File: config.mk
export PLATFORM = sky130hd
export DESIGN_NAME = bus_arbiter
export DESIGN_NICKNAME = d
export VERILOG_FILES = /design/src/rtl/bus_pkg.sv /design/src/rtl/rr_arbiter.sv /design/src/rtl/bus_arbiter.sv
export SDC_FILE = /design/constraint.sdc
export NUM_CORES = 1
export LEC_CHECK = 0
export BUFFER_PORTS_ARGS = -buffer_cell sky130_fd_sc_hd__clkbuf_2
export CAP_MARGIN = 5
export CORE_AREA = 2 2 128 130
export CTS_BUF_LIST = sky130_fd_sc_hd__clkbuf_8
export DETAILED_ROUTE_END_ITERATION = 6
export DIE_AREA = 0 0 130 132
export GPL_TIMING_DRIVEN = 0
export MAX_ROUTING_LAYER = met4
export PLACE_DENSITY = 0.69
export SLEW_MARGIN = 25
export SYNTH_ARGS = -nofsm -noshare
export SYNTH_HDL_FRONTEND = slang
export SYNTH_HIERARCHICAL = 1
export SYNTH_SLANG_ARGS = --single-unit
File: constraint.sdc
create_clock -name clk -period 4.6 [get_ports clk]
set_input_delay 0.23 -clock clk [delete_from_list [all_inputs] [get_ports clk]]
set_output_delay 0.23 -clock clk [all_outputs]
set_load 0.01 [all_outputs]
File: src/rtl/bus_pkg.sv
// bus_pkg: shared state encoding, command layout and default widths for the bus arbiter
package bus_pkg;
  localparam int BUS_ADDR_W = 16;
  localparam int BUS_DATA_W = 32;
  typedef enum logic [1:0] {ARB_IDLE, ARB_BUSY, ARB_ERR} arb_state_t;
  typedef struct packed {
    logic                  read;
    logic                  write;
    logic [BUS_ADDR_W-1:0] addr;
    logic [BUS_DATA_W-1:0] write_data;
  } bus_cmd_t;
endpackage

File: src/rtl/rr_arbiter.sv
// rr_arbiter: combinational round-robin picker starting the search at ptr
module rr_arbiter #(
  parameter int N = 4,
  localparam int IW = $clog2(N)
) (
  input  logic [N-1:0]  req,
  input  logic [IW-1:0] ptr,
  output logic [N-1:0]  gnt,
  output logic [IW-1:0] gnt_id,
  output logic          any_gnt
);
  logic [IW-1:0] idx;
  // first requester at or after ptr, wrapping modulo N
  always_comb begin
    gnt = '0;
    gnt_id = '0;
    any_gnt = 1'b0;
    idx = '0;
    for (int i = 0; i < N; i++) begin
      idx = IW'((int'(ptr) + i) % N);
      if (!any_gnt && req[idx]) begin
        any_gnt = 1'b1;
        gnt_id = idx;
      end
    end
    gnt[gnt_id] = any_gnt;
  end
endmodule

File: src/rtl/bus_arbiter.sv
// bus_arbiter: round-robin N-master to 1-slave arbiter with timeout and illegal-command errors
module bus_arbiter
  import bus_pkg::*;
#(
  parameter int NUM_MASTERS = 4,
  parameter int ADDR_W = BUS_ADDR_W,
  parameter int DATA_W = BUS_DATA_W,
  parameter int TIMEOUT_CYCLES = 64
) (
  input  logic                          clk,
  input  logic                          rst_n,
  input  logic [NUM_MASTERS-1:0]        m_valid,
  input  logic [NUM_MASTERS-1:0]        m_read,
  input  logic [NUM_MASTERS-1:0]        m_write,
  input  logic [NUM_MASTERS*ADDR_W-1:0] m_addr,
  input  logic [NUM_MASTERS*DATA_W-1:0] m_write_data,
  output logic [NUM_MASTERS-1:0]        m_ready,
  output logic [NUM_MASTERS-1:0]        m_err,
  output logic [DATA_W-1:0]             m_read_data,
  output logic                          s_valid,
  output logic                          s_read,
  output logic                          s_write,
  output logic [ADDR_W-1:0]             s_addr,
  output logic [DATA_W-1:0]             s_write_data,
  input  logic                          s_ready,
  input  logic [DATA_W-1:0]             s_read_data,
  output logic [$clog2(NUM_MASTERS)-1:0] grant_id,
  output logic                          busy
);
  localparam int GW = $clog2(NUM_MASTERS);
  localparam int CW = TIMEOUT_CYCLES > 0 ? $clog2(TIMEOUT_CYCLES + 1) : 1;
  arb_state_t state_q, state_d;
  logic [GW-1:0] ptr_q, ptr_d, grant_q, grant_d, rr_id, nxt_ptr;
  logic [NUM_MASTERS-1:0] rr_gnt;
  logic rr_any, legal, clr_cnt, timeout;
  logic s_valid_q, s_valid_d, s_read_q, s_read_d, s_write_q, s_write_d;
  logic [ADDR_W-1:0] s_addr_q, s_addr_d;
  logic [DATA_W-1:0] s_wd_q, s_wd_d;

  rr_arbiter #(.N(NUM_MASTERS)) u_rr (
    .req(m_valid),
    .ptr(ptr_q),
    .gnt(rr_gnt),
    .gnt_id(rr_id),
    .any_gnt(rr_any)
  );

  assign legal = |(rr_gnt & (m_read ^ m_write));
  assign nxt_ptr = (grant_q == GW'(NUM_MASTERS - 1)) ? '0 : grant_q + 1'b1;

  if (TIMEOUT_CYCLES > 0) begin : g_to
    logic [CW-1:0] cnt_q, cnt_d;
    // count BUSY cycles since the grant; cleared whenever a new grant is made
    always_comb cnt_d = clr_cnt ? '0 : (state_q == ARB_BUSY) ? cnt_q + 1'b1 : cnt_q;
    // counter register
    always_ff @(posedge clk or negedge rst_n) begin
      if (!rst_n) cnt_q <= '0;
      else cnt_q <= cnt_d;
    end
    assign timeout = cnt_q == CW'(TIMEOUT_CYCLES - 1);
  end else begin : g_no_to
    assign timeout = 1'b0;
    wire unused_clr = clr_cnt;
  end

  // next-state, payload capture and response routing
  always_comb begin
    state_d = state_q;
    ptr_d = ptr_q;
    grant_d = grant_q;
    s_valid_d = s_valid_q;
    s_read_d = s_read_q;
    s_write_d = s_write_q;
    s_addr_d = s_addr_q;
    s_wd_d = s_wd_q;
    clr_cnt = 1'b0;
    m_ready = '0;
    m_err = '0;
    m_read_data = '0;
    unique case (state_q)
      ARB_IDLE: if (rr_any) begin
        grant_d = rr_id;
        clr_cnt = 1'b1;
        if (legal) begin
          state_d = ARB_BUSY;
          s_valid_d = 1'b1;
          s_read_d = m_read[rr_id];
          s_write_d = m_write[rr_id];
          s_addr_d = m_addr[int'(rr_id)*ADDR_W +: ADDR_W];
          s_wd_d = m_write_data[int'(rr_id)*DATA_W +: DATA_W];
        end else begin
          state_d = ARB_ERR;
        end
      end
      ARB_BUSY: if (s_ready || timeout) begin
        m_ready[grant_q] = 1'b1;
        m_err[grant_q] = !s_ready;
        m_read_data = s_ready ? s_read_data : '0;
        s_valid_d = 1'b0;
        ptr_d = nxt_ptr;
        state_d = ARB_IDLE;
      end
      ARB_ERR: begin
        m_ready[grant_q] = 1'b1;
        m_err[grant_q] = 1'b1;
        ptr_d = nxt_ptr;
        state_d = ARB_IDLE;
      end
      default: state_d = ARB_IDLE;
    endcase
  end

  // state and slave-side registers
  always_ff @(posedge clk or negedge rst_n) begin
    if (!rst_n) begin
      state_q <= ARB_IDLE;
      ptr_q <= '0;
      grant_q <= '0;
      s_valid_q <= 1'b0;
      s_read_q <= 1'b0;
      s_write_q <= 1'b0;
      s_addr_q <= '0;
      s_wd_q <= '0;
    end else begin
      state_q <= state_d;
      ptr_q <= ptr_d;
      grant_q <= grant_d;
      s_valid_q <= s_valid_d;
      s_read_q <= s_read_d;
      s_write_q <= s_write_d;
      s_addr_q <= s_addr_d;
      s_wd_q <= s_wd_d;
    end
  end

  assign s_valid = s_valid_q;
  assign s_read = s_read_q;
  assign s_write = s_write_q;
  assign s_addr = s_addr_q;
  assign s_write_data = s_wd_q;
  assign grant_id = grant_q;
  assign busy = state_q != ARB_IDLE;
endmodule
==> results.json, run 1 <==
{
  "hpwl_um": 12060,
  "p_sw_uw": 1346,
  "crit_slowest_cell": "clkbuf_1",
  "r2r_setup_slack_ns": 1.94,
  "grt_overflow": 0,
  "placed_area_um2": 6629,
  "multiInputGateArea_um2": 2851,
  "core_area_um2": 15710,
  "finish.utilization_pct": 43.72,
  "yosysTopAreaCell": "dfrtp_1",
  "arrival_ns": 2.89,
  "drtIter0Drc": 180,
  "vdd_drop_max_mv": 0.2884,
  "ys_seq_elements": 64,
  "postCtsHoldBufs": 1,
  "clk_path_buf_depth": 2,
  "ff2ff_path_depth": 8,
  "fillers": 1526,
  "min_path_cells": 3,
  "numCtsBuffers": 9,
  "first_pass_iters": 4,
  "cp_top_family": "buffers and inverters",
  "die_y_um": 132,
  "crit_fanout": 10,
  "synth_top_area_share_pct": 34.22,
  "synth_edf_count": 0,
  "tritoncts": "built",
  "power-per-cell-area_nw_per_um2": 547.2,
  "cts_root_buf": "clkbuf_8",
  "worstSetupStartpointType": "flop",
  "cts_resized": 0,
  "drive_above_1_share_pct": 64.23,
  "grtUsageMet2_pct": 29.26,
  "swShare_pct": 35.81,
  "postRouteAntennaNets": 0,
  "fin_crit_ns": 2.659,
  "ys_top_cells_by_area": "dfrtp_1 34%, mux2_4 16%, mux4_1 16%, mux4_2 11%, and3_1 4.3%",
  "maxCapViolCount": 0,
  "hold_end": "s_write_data[4]$_DFFE_PN0P_",
  "clkLatencyLatePin_ns": 0.35,
  "intPower_uw": 2413,
  "fin_crit_sh_pct": 57.79,
  "top_usage_layer": "met2",
  "slew_headroom_pct": 54.63,
  "rsz0062_at_grt": "no",
  "grt_pass1_wl_um": 21340,
  "port_buffers": 331,
  "worstHoldPathType": "input pin to flop",
  "hold_viol": 0,
  "async_flop_share_pct": 100.0,
  "ys_seq_area_share_pct": 34.22,
  "vias": 4306,
  "synthFlopType": "dfrtp_1",
  "htree_levels": 3,
  "fp.dieW_um": 130,
  "dp.cells": 885,
  "finalWirelength_um": 14420,
  "pwr-share-comb_pct": 58.8,
  "worst_setup_path_end_kind": "flop",
  "ff_latch_area_um2": 1602,
  "antenna_found_initial": 4,
  "slew_violations": 0,
  "use_met3_pct": 4.383,
  "path_clk_slew_ns": 0.07,
  "reg2reg_to": "s_addr[11]$_DFFE_PN0P_",
  "grt_max_degree": 39,
  "p_leak_uw": 0.003658,
  "gp_congestion": 0.8452,
  "r2r_start": "ptr_q[1]$_DFFE_PN0P_",
  "slowest_delay_ns": 0.57,
  "fmax_mhz": 376.1,
  "required_ns": 4.83,
  "worstMarginPinSlew_ns": 0.6806,
  "total_power_uw": 3758,
  "post_cts_buffers": 0,
  "clkPwrFrac_pct": 14.7,
  "fin_skew_ns": 0.004797,
  "pin_count": 333,
  "grtUsageMet1_pct": 18.03,
  "syn_inst": 337,
  "rows": 46,
  "yosys_warnings": 6,
  "min-delay-start": "m_write_data[100]",
  "track_usage_pct": 16.67,
  "tns_ns": 0,
  "status": "finished, final reports clean",
  "grt_pass1_vias": 4300,
  "area_growth_pct": 46.79,
  "synth_cell_types": 43,
  "die_area_um2": 17160,
  "drc": 0,
  "seqPwrFrac_pct": 26.5,
  "fin_nets": 928,
  "avgViaCountPerCell": 4.758,
  "synth_nets": 584,
  "finalSetupViolCount": 0,
  "fin_area_um2": 6869,
  "fin_cells": 905,
  "crit_chain": "buf_4 > a21oi_1 > o21ai_0 > a21oi_1 > clkbuf_1 > clkbuf_1 > mux4_2 > mux2_4",
  "syn_avg_cell_area_um2": 13.89,
  "clock-sinks": 64,
  "crit_type": "flop to flop",
  "syn_area_um2": 4679,
  "cp.buffers_inverters": 3,
  "start_util_pct": 29.78,
  "wl_per_cell_um": 15.93
}
-- sequential cells by signal (all words and copies together) (netlist names) --
signal and flops:
s_write_data 32, g_to.cnt_q 7, s_addr 16, s_write 1, s_read 1, s_valid 1
state_q 2, grant_id 2, ptr_q 2
-- synth_stat cells, types with 2 or more instances --
master,n
mux2_2,3
xor2_1,7
and3_1,32
nand2b_1,2
mux2_4,49
a21oi_1,9
nor2_1,23
or3_1,2
nor3_1,2
clkbuf_1,13
nor2b_1,2
buf_6,11
o21ai_0,9
nand2_1,15
ha_1,8
mux4_2,22
inv_1,10
mux4_1,28
a22oi_2,2
nand4_1,2
dfrtp_1,64
-- placed cells by master (no fill, tap or decap), drive strengths merged, types with 8 or more instances in the layout --
| master | synthesis | routed |
|---|---|---|
| clkbuf | 13 | 355 |
| dfrtp | 64 | 64 |
| mux2 | 52 | 52 |
| mux4 | 50 | 50 |
| and3 | 32 | 32 |
| nor2 | 23 | 23 |
| nand2 | 15 | 15 |
| buf | 14 | 15 |
| inv | 10 | 11 |
| a21oi | 11 | 11 |
| o21ai | 10 | 10 |
| ha | 8 | 8 |
-- final cells by class --
class	count	area share, %
diodes	4	0.1457
multi-input cells	236	41.51
clock buffers	11	2.204
inverters	10	0.5464
flip-flops and latches	64	23.32
well taps	216	3.934
plain buffers	27	2.750
repair buffers	333	24.59
clock inverters	4	1.002
-- through the flow --
step	hold slack, ns	worst slack, ns
2_1_floorplan	-0.06559	2.533
3_3_place_gp	0.4906	1.951
3_5_place_dp	0.2102	1.967
4_1_cts	0.2847	1.945
5_1_grt	0.2950	1.806
6_report	0.3110	1.941
-- worst reg2reg max path, stage by stage, from the launching register on --
cell	delay, ns
dfrtp_1	0.39
buf_4	0.18
a21oi_1	0.12
o21ai_0	0.09
a21oi_1	0.14
clkbuf_1	0.33
clkbuf_1	0.57
mux4_2	0.45
mux2_4	0.27
-- layer usage --
layer | vias to the layer above | wire length [µm]
li1 | 2013 | -
met1 | 2037 | 5696
met3 | 24 | 1215
met2 | 232 | 7245
met5 | - | 0
met4 | 0 | 262
-- worst max-delay path by stage --
stage	start	end	slack [ns]	cells after the start
finish	ptr_q[1]$_DFFE_PN0P_	s_addr[11]$_DFFE_PN0P_	1.94	8
global route	ptr_q[1]$_DFFE_PN0P_	s_addr[14]$_DFFE_PN0P_	1.81	8
CTS	ptr_q[1]$_DFFE_PN0P_	s_addr[14]$_DFFE_PN0P_	1.95	8
global placement	ptr_q[1]$_DFFE_PN0P_	s_addr[14]$_DFFE_PN0P_	1.95	8
floorplan	ptr_q[1]$_DFFE_PN0P_	s_addr[10]$_DFFE_PN0P_	2.53	8
detailed placement	ptr_q[1]$_DFFE_PN0P_	s_addr[14]$_DFFE_PN0P_	1.97	8
-- power groups by stage --
stage                     logic (µW)  registers (µW)  clock network, µW
after floorplan                 1450            1090                  0
after global placement          2210            1000                  0
after detailed placement        2240            1000                  0
after CTS                       2250            1000                574
after global routing            2390            1040                594
final                           2210             996                552
-- kinds of logic (layout without fill, tap and decap cells) --
logic type                 Yosys count  after routing  share of synthesized area [%]
buffers and inverters               37            385                          4.840
adders and majority gates            8              8                          2.139
AOI/OAI and AO/OA                   34             34                          5.241
DFF                                 64             64                          34.22
and+or+nand+nor                     83             83                          9.091
muxes                              103            103                          42.97
other                                0              4                              0
xor gates and xnor gates             8              8                          1.497
No activity file was read; power rests on OpenSTA's default activity.
==> inputs of run 2 (changes only) <==
==> constraint.sdc (replaced) <==
create_clock -name clk -period 2.65 [get_ports clk]
set_input_delay 0.1325 -clock clk [delete_from_list [all_inputs] [get_ports clk]]
set_output_delay 0.1325 -clock clk [all_outputs]
set_load 0.01 [all_outputs]
==> run 2 against run 1 <==
Net effect: die area is the same; worst setup slack lost 1.8 ns; sequential power grew 74%; flip-flop and latch count is the same; wire length is essentially flat; clock skew is essentially flat; largest cell class unchanged; largest power group unchanged.
==> results.json, run 2 (synthesized netlist as in run 1, its figures left out) <==
{
  "antenna_found_initial": 4,
  "drive_above_1_share_pct": 64.82,
  "avgViaCountPerCell": 4.749,
  "crit_type": "flop to flop",
  "gp_congestion": 0.8452,
  "fmax_mhz": 406.2,
  "place_ws_ns": 0.01685,
  "finalSetupViolCount": 0,
  "layout_commonest_cell": "clkbuf_2",
  "slew_violations": 0,
  "die_area_um2": 17160,
  "rows": 46,
  "grt_max_degree": 39,
  "post_cts_buffers": 0,
  "worst_setup_path_end_kind": "flop",
  "arrival_ns": 2.70,
  "vias": 4298,
  "vdd_drop_max_mv": 0.5031,
  "grt_pass1_wl_um": 21340,
  "hold_viol": 0,
  "required_ns": 2.89,
  "drc": 0,
  "area_growth_pct": 46.90,
  "pin_count": 333,
  "path_clk_slew_ns": 0.07,
  "slew_headroom_pct": 68.79,
  "core_area_um2": 15710,
  "worstHoldPathType": "input pin to flop",
  "cts_root_buf": "clkbuf_8",
  "largest_reg_flops": 32,
  "grt_overflow": 0,
  "postRouteAntennaNets": 0,
  "htree_levels": 3,
  "die_y_um": 132,
  "fin_nets": 928,
  "worstMarginPinSlew_ns": 0.4681,
  "rsz0062_at_grt": "no",
  "port_buffers": 331,
  "numCtsBuffers": 9,
  "fp.dieW_um": 130,
  "cp.buffers_inverters": 3,
  "track_usage_pct": 16.67,
  "crit_slowest_cell": "clkbuf_1",
  "worstSetupStartpointType": "flop",
  "hpwl_um": 12060,
  "power-per-cell-area_nw_per_um2": 948.5,
  "first_pass_iters": 4,
  "drtIter0Drc": 168,
  "grt_pass1_vias": 4298,
  "finalWirelength_um": 14420,
  "wl_per_cell_um": 15.93,
  "fin_skew_ns": 0.004884,
  "clk_path_buf_depth": 2,
  "crit_chain": "buf_4 > a21oi_1 > o21ai_0 > a21oi_1 > clkbuf_1 > clkbuf_1 > mux4_2 > mux2_4",
  "clkLatencyLatePin_ns": 0.35,
  "worst_slack_ns": 0.1880,
  "clock-sinks": 64,
  "start_util_pct": 29.78,
  "tritoncts": "built",
  "fin_crit_ns": 2.462,
  "layout_common_cells": "334 x clkbuf_2, 64 x dfrtp_1, 49 x mux2_4",
  "crit_fanout": 10,
  "maxCapViolCount": 0,
  "fin_crit_sh_pct": 92.91,
  "status": "finished, final reports clean",
  "p_leak_uw": 0.003670,
  "cp_top_family": "buffers and inverters",
  "tns_ns": 0,
  "slowest_delay_ns": 0.43
}
## run 2: cell types whose count changed in the layout (fill, tap and decap cells not counted)
| cell | before | now |
|---|---|---|
| clkbuf_2 | 330 | 334 |
| clkbuf_1 | 13 | 9 |
## run 2: per-stage QoR
stage	total power (µW)	std cells	utilization, %	instance area (µm²)	hold slack (ns)
floorplan	4424	337	-	4679	-0.1631
global placement	5563	884	42.04	6606	0.4906
detailed placement	5632	885	42.19	6629	0.1127
CTS	6634	901	43.66	6860	0.1872
global route	6971	905	43.75	6874	0.1975
finish	6520	905	43.75	6874	0.2156
## run 2: power breakdown
group / internal (µW) / switching [µW] / total [µW]
Sequential: 1440 / 283 / 1730
Combinational: 2170 / 1660 / 3840
Clock: 571 / 385 / 956
Total: 4190 / 2330 / 6520
## run 2: final cells by class
class / count / area [µm²]
inverter: 10 / 37.54
clock buffer: 11 / 151.4
fill: 1531 / 8838
buffer: 27 / 193.9
antenna: 4 / 10.01
timing repair buffer: 333 / 1689
multi-input combinational: 236 / 2851
sequential: 64 / 1602
clock inverter: 4 / 68.82
tap: 216 / 270.3
## run 2: final timing paths
check | startpoint | end | slack, ns | cells after the start
max | ptr_q[1]$_DFFE_PN0P_ | s_write_data[20]$_DFFE_PN0P_ | 0.19 | 8
min | m_write_data[100] | s_write_data[4]$_DFFE_PN0P_ | 0.22 | 3
max reg2reg | ptr_q[1]$_DFFE_PN0P_ | s_write_data[20]$_DFFE_PN0P_ | 0.19 | 8
min reg2reg | s_write_data[24]$_DFFE_PN0P_ | s_write_data[24]$_DFFE_PN0P_ | 0.51 | 1
max in group asynchronous | rst_n | s_write_data[1]$_DFFE_PN0P_ | 1.84 | 3
min in group asynchronous | rst_n | s_addr[9]$_DFFE_PN0P_ | 0.28 | 2
## run 2: timing repair
action | CTS | global route
hold endpoints to repair | 26 | 0
endpoints found under the setup margin | 1 | 21
hold buffers | 1 | 0
pin swaps | 0 | 0
resized for setup | 1 | 6
## run 2: worst reg2reg max path, stage by stage (launching register included)
cell and delay, ns:
dfrtp_1 0.39, buf_4 0.18, a21oi_1 0.12, o21ai_0 0.09, a21oi_1 0.14, clkbuf_1 0.35, clkbuf_1 0.43, mux4_2 0.38
mux2_4 0.27
## run 2: layer usage
layer	GRT usage [%]	routed length (µm)	vias to the layer above
met3	4.383	1201	18
met4	5.735	197	0
met2	29.26	7302	233
li1	-	-	2015
met5	-	0	-
met1	18.03	5715	2032
